## config.mk

```make
export PLATFORM = sky130hd
export DESIGN_NAME = seq_divider
export DESIGN_NICKNAME = d
export VERILOG_FILES = /design/src/rtl/seq_divider.sv
export SDC_FILE = /design/constraint.sdc
export NUM_CORES = 1
export LEC_CHECK = 0
export BUFFER_PORTS_ARGS = -buffer_cell sky130_fd_sc_hd__buf_2
export CORE_UTILIZATION = 50
export CTS_CLUSTER_DIAMETER = 120
export DETAILED_ROUTE_END_ITERATION = 16
export PLACE_DENSITY_LB_ADDON = 0.05
export SETUP_SLACK_MARGIN = 0.3
export SKIP_CTS_REPAIR_TIMING = 1
export SYNTH_ARGS = -nofsm -noshare
export SYNTH_HDL_FRONTEND = slang
export SYNTH_SLANG_ARGS = --single-unit
```

## constraint.sdc

```tcl
create_clock -name clk -period 2.5 [get_ports clk]
set_input_delay 0.5 -clock clk [delete_from_list [all_inputs] [get_ports clk]]
set_output_delay 0.5 -clock clk [all_outputs]
set_load 0.01 [all_outputs]
```

## src/rtl/seq_divider.sv

```systemverilog
// Multi-cycle restoring divider: DW-bit dividend / VW-bit divisor, one quotient bit per clock.
// Define SEQ_DIV_SIGNED_EN for two's-complement operands (sign-magnitude around the same core).
module seq_divider #(
  parameter int unsigned DW = 8,
  parameter int unsigned VW = 4
) (
  input  logic          clk,
  input  logic          rst_n,
  input  logic          start,
  input  logic [DW-1:0] x,
  input  logic [VW-1:0] y,
  output logic          ready,
  output logic          done,
  output logic [DW-1:0] q,
  output logic [VW-1:0] r,
  output logic          dbz
);

  localparam int unsigned CW = $clog2(DW + 1);

  typedef enum logic [1:0] {
    IDLE = 2'd0,
    CALC = 2'd1,
    DONE = 2'd2
  } state_t;

  state_t        state;
  state_t        next_state;
  logic          accept;
  logic          last_iter;
  logic [CW-1:0] cnt;
  logic [DW-1:0] xs;
  logic [VW-1:0] ys;
  logic [VW-1:0] pr;
  logic [DW-1:0] quo;
  logic [VW:0]   pr_sh;
  logic          ge;
  logic [VW-1:0] pr_nx;
  logic [DW-1:0] quo_nx;
  logic [DW-1:0] x_mag;
  logic [VW-1:0] y_mag;
  logic [DW-1:0] q_fix;
  logic [VW-1:0] r_fix;

`ifdef SEQ_DIV_SIGNED_EN
  logic neg_q;
  logic neg_r;

  // Most-negative operands map to 2^(W-1), which still fits the unsigned core.
  assign x_mag = x[DW-1] ? DW'(-x) : x;
  assign y_mag = y[VW-1] ? VW'(-y) : y;
  assign q_fix = neg_q ? DW'(-quo_nx) : quo_nx;
  assign r_fix = neg_r ? VW'(-pr_nx) : pr_nx;
`else
  assign x_mag = x;
  assign y_mag = y;
  assign q_fix = quo_nx;
  assign r_fix = pr_nx;
`endif

  // State register
  always_ff @(posedge clk or negedge rst_n) begin
    if (!rst_n) state <= IDLE;
    else        state <= next_state;
  end

  // Next-state logic and one restoring step
  always_comb begin
    next_state = state;
    accept     = 1'b0;
    last_iter  = 1'b0;
    pr_sh      = {pr, xs[DW-1]};
    ge         = (pr_sh >= {1'b0, ys});
    pr_nx      = VW'(ge ? (pr_sh - {1'b0, ys}) : pr_sh);
    quo_nx     = {quo[DW-2:0], ge};
    case (state)
      IDLE: begin
        if (start && ready) begin
          accept     = 1'b1;
          next_state = (y == '0) ? DONE : CALC;
        end
      end
      CALC: begin
        if (cnt == CW'(DW - 1)) begin
          last_iter  = 1'b1;
          next_state = DONE;
        end
      end
      DONE:    next_state = IDLE;
      default: next_state = IDLE;
    endcase
  end

  // Datapath and registered outputs; ready stays low for the cycle done is shown
  always_ff @(posedge clk or negedge rst_n) begin
    if (!rst_n) begin
      ready <= 1'b1;
      done  <= 1'b0;
      q     <= '0;
      r     <= '0;
      dbz   <= 1'b0;
      cnt   <= '0;
      xs    <= '0;
      ys    <= '0;
      pr    <= '0;
      quo   <= '0;
`ifdef SEQ_DIV_SIGNED_EN
      neg_q <= 1'b0;
      neg_r <= 1'b0;
`endif
    end else begin
      ready <= (next_state == IDLE) && (state != DONE);
      done  <= (state == DONE);
      if (accept) begin
        xs  <= x_mag;
        ys  <= y_mag;
        pr  <= '0;
        quo <= '0;
        cnt <= '0;
`ifdef SEQ_DIV_SIGNED_EN
        neg_q <= x[DW-1] ^ y[VW-1];
        neg_r <= x[DW-1];
`endif
        if (y == '0) begin
          q   <= '1;
          r   <= '0;
          dbz <= 1'b1;
        end
      end else if (state == CALC) begin
        pr  <= pr_nx;
        quo <= quo_nx;
        xs  <= {xs[DW-2:0], 1'b0};
        cnt <= cnt + CW'(1);
        if (last_iter) begin
          q   <= q_fix;
          r   <= r_fix;
          dbz <= 1'b0;
        end
      end
    end
  end

endmodule

```

# After elaboration in Yosys (flattened, before gate mapping)
# Cells that the tools add are included.
# Widths: inputs -> output; s select.
op_classes:
  order_cmp: 1
  n_reduce_logical: 8
  n_eq_ne: 5
  mux: 29
  add_sub_neg: 2
op_table:
  columns: ["op", "count"]
  rows:
  - ["$mux 8", 6]
  - ["$mux 4", 9]
  - ["$mux 7", 2]
  - ["$mux 1", 8]
  - ["$mux 2", 3]
  - ["$ge 5x4->1", 1]
  - ["$add 4x1->4 const B", 1]
  - ["$eq 4x3->1 const B", 1]
  - ["$logic_not 2->1", 2]
  - ["$logic_not 4->1", 1]
  - ["$pmux 2 s2", 1]
  - ["$reduce_bool 2->1", 2]
  - ["$sub 4x4->4", 1]
  - ["$reduce_and 3->1", 1]
  - ["$eq 2x1->1 const B", 1]
  - ["$eq 2x2->1 const B", 1]
  - ["$logic_and 1x1->1", 2]
  - ["$ne 2x1->1 const B", 1]
  - ["$ne 2x2->1 const B", 1]
totals:
  in_bits: 15
  word_cells: 56
  register_bits: 44
  out_inout_bits: 15

# Logic depth before layout (Yosys ltp)
logic_depth:
  depth_word: 6
  depth_mapped: 7
  depth_no_buf: 7

# Least setup slack after synthesis
# Ideal clock, no wire load.
synth_path:
  path_type: "in2reg"
  start: "input port y[1]"
  end: "register r[0]"
  required_ns: 2.380
  setup_slack_ns: 0.704
  cell_stages: 5
  path_buffers: 1
  t_arrival_ns: 1.676
  setup_ns: 0.120
  path_cell_list: "or4_4 or2_1 buf_6 and3_1 a31o_1"
synth_via:
  elab_chain_len: 3
synth_lines:
  columns: ["item", "line_no", "rtl"]
  rows:
  - ["from (decl)", "11", "input logic [VW-1:0] y,"]
  - ["$logic_not 4->1", "124", "if (y == '0) begin"]
  - ["$ne 2x1->1 (no line)", null, null]
  - ["$reduce_and 3->1 (no line)", null, null]
  - ["to (signal assigned)", "136", "r <= r_fix;"]
  - ["to (decl)", "15", "output logic [VW-1:0] r,"]
# No other way between the ends.
# A chain may end at the register's enable or synchronous reset.

# Final worst setup path
layout_path:
  start: "register pr[1]"
  end: "register pr[0]"
layout_via:
  elab_chain_len: 4
layout_lines:
  columns: ["item", "line_no", "rtl"]
  rows:
  - ["from (decl)", "34", "logic [VW-1:0] pr;"]
  - ["from (signal assigned)", "130", "pr <= pr_nx;"]
  - ["$ge 5x4->1", "73", "ge = (pr_sh >= {1'b0, ys});"]
  - ["$mux 4", "74", "pr_nx = VW'(ge ? (pr_sh - {1'b0, ys}) : pr_sh);"]
  - ["$mux 4", "129", "end else if (state == CALC) begin"]
  - ["$mux 4", "114", "if (accept) begin"]
# No other way between the ends. The select of a mux whose other input is x is not followed.

==> results.cfg <==
[run_status]
run_status = finished, final reports clean

[critical_path]
r2r_start = pr[1]
startpoint_type = flip-flop
cp_max_fo = 5
rr_worst_depth = 5
required_ps = 2680
reg2reg_to = pr[0]
arrival_ps = 2140
reg2reg_slack_ps = 540
end_kind = flip-flop
path_class = reg -> reg

[finish]
final_cell_mix = dfrtp_1 (43), buf_2 (29), nand2_1 (16)
fillers = 343
multi_input_area_um2 = 755.7
areaGrowthSynthToFinish_pct = 15.94
num-nets-final = 229
drive_above_1_share = 0.2344
seq_area_um2 = 1102
design_area_um2 = 2257
post-route-util = 0.6119
antenna_cells = 0
layout_commonest_cell = dfrtp_1

[floorplan]
std_cell_rows = 22
start_util = 0.5278
core_um2 = 3689
die_w_um = 64.40
die_area_um2 = 4147
io_pins = 30
fp.dieH_um = 64.40

[timing]
finalMaxSlewViolations = 0
setup_ws_ps = 542.3
grt_setup_unrepaired = false
skew_ps = 7.625
tightest_slew_ps = 704.5
hold_violations = 0
setup_tns_ps = 0
finalSetupViolations = 0
period_needed_ps = 1958
slew_headroom = 0.5236
fin_crit_sh = 0.7831
max_freq_ghz = 0.5108

[route]
ant_nets = 0
route.detailed.drc = 0
postRouteWirelength_um = 4064
wire_per_inst_um = 15.81
drt_iter0_markers = 102
dr_total_vias = 1451
viasPerCell = 5.646
dr.pass1.iters = 6

[pwr]
power.total_mw = 3.244
ir_drop_mv = 0.6265
p_per_area_nw_per_um2 = 1437
p_leak_nw = 1.116

[min_path]
hp-class = in -> async

[synthesis]
synth_fp_nets = 197
syn_area_um2 = 1947
synth_area_leaders = dfrtp_1 (55%), a222oi_1 (3.6%), a22o_1 (3.6%), o21ai_0 (3.3%), ha_1 (3.2%)
synth_area_leader_cell = dfrtp_1
avgSynthCellArea_um2 = 11.06
ys_warn_count = 0
yosysSeqAreaShare = 0.5662
synth.top_cell.area_share = 0.5527
yosys.cell_types.count = 42
ys_ff_latch = 44
synth_cells = 176

[clock_tree]
htree_levels = 2
numClockSinks = 44
clk_latency_ps = 290
clock_path_buffers = 2
root_buffer = clkbuf_8
clkTransAtPathRegs_ps = 80
cts_tree = built
cts_made_buffers = 5

[placed_design]
post-place-ws_ps = 533.8
gp_congestion = 0.8468
portBuffers = 29
placed_area_um2 = 2150
place_hpwl_um = 2967

[global_route]
grt_max_degree = 26
grt_pass1_vias = 1517
antenna_found_initial = 0
grt_pass1_wl_um = 6996
grt_overflow = 0
track_usage = 0.2286

[job]
cap_viol_max_count = 0
## state kept, by name, summed over array words and instances, names as in the netlist
register / count
cnt: 4
dbz: 1
done: 1
pr: 4
q: 8
quo: 7
r: 4
ready: 1
state: 2
xs: 8
ys: 4
## final cells by class
class                      count  share of cell area
sequential                    44              0.4884
multi-input combinational    110              0.3348
timing repair buffer          34             0.08093
clock buffer                   6             0.03215
tap                           48             0.02661
inverter                      13             0.02162
clock inverter                 2             0.01552
## power breakdown
part	internal, mW	switching (mW)
logic	0.639	0.839
registers	1.03	0.213
clock network	0.296	0.223
total	1.97	1.28
## cell usage after synthesis, drive strengths merged
cell type	instances
ha	5
nor2b	3
a222oi	7
nor4bb	1
or4	1
a22o	8
o211ai	2
o2111ai	1
a31oi	1
fa	1
dfrtp	43
o22a	6
dfstp	1
nor4	1
nand3	8
or2	5
buf	5
and3	3
a22oi	1
nand4bb	1
inv	13
nand2	17
o21ai	13
nand4	1
a2bb2oi	1
xor2	1
a32o	2
o21a	1
clkbuf	4
a311oi	1
a21oi	4
nand3b	2
nand2b	1
nor3	1
a31o	2
nor2	7
a21o	1
## critical path, stage by stage (launching register included)
cell	delay, ps
dfrtp_1	420
ha_1	370
or2_2	320
a21oi_1	280
o21ai_0	190
a32o_1	280
## through the flow
step,instances,hold WS (ps)
3_3_place_gp,249,461.6
6_report,257,160.6
5_1_grt,257,160.7
2_1_floorplan,176,204.4
3_5_place_dp,249,471.8
4_1_cts,257,153.8
## kinds of logic after synthesis
| logic type | count (synthesis) | synth area share |
|---|---|---|
| and+or+nand+nor | 52 | 0.1401 |
| AOI/OAI and AO/OA | 51 | 0.1980 |
| DFF | 44 | 0.5662 |
| buffers and inverters | 22 | 0.04884 |
| adders and majority gates | 6 | 0.04242 |
| xor gates and xnor gates | 1 | 0.004500 |
## per-layer routing
metal / up-vias / part of all wire / GRT usage
li1: 706 / - / -
met1: 700 / 0.45 / 0.2922
met2: 39 / 0.49 / 0.3658
met3: 6 / 0.047 / 0.06071
met4: 0 / 0.015 / 0.09722
met5: - / 0 / 0
## worst max path at each step
| stage | from | end |
|---|---|---|
| floorplan | y[1] | r[0] |
| global placement | y[1] | r[1] |
| detailed placement | y[1] | r[0] |
| CTS | pr[1] | pr[0] |
| global route | pr[1] | pr[0] |
| finish | pr[1] | pr[0] |
Power figures use the tool's default switching activity.
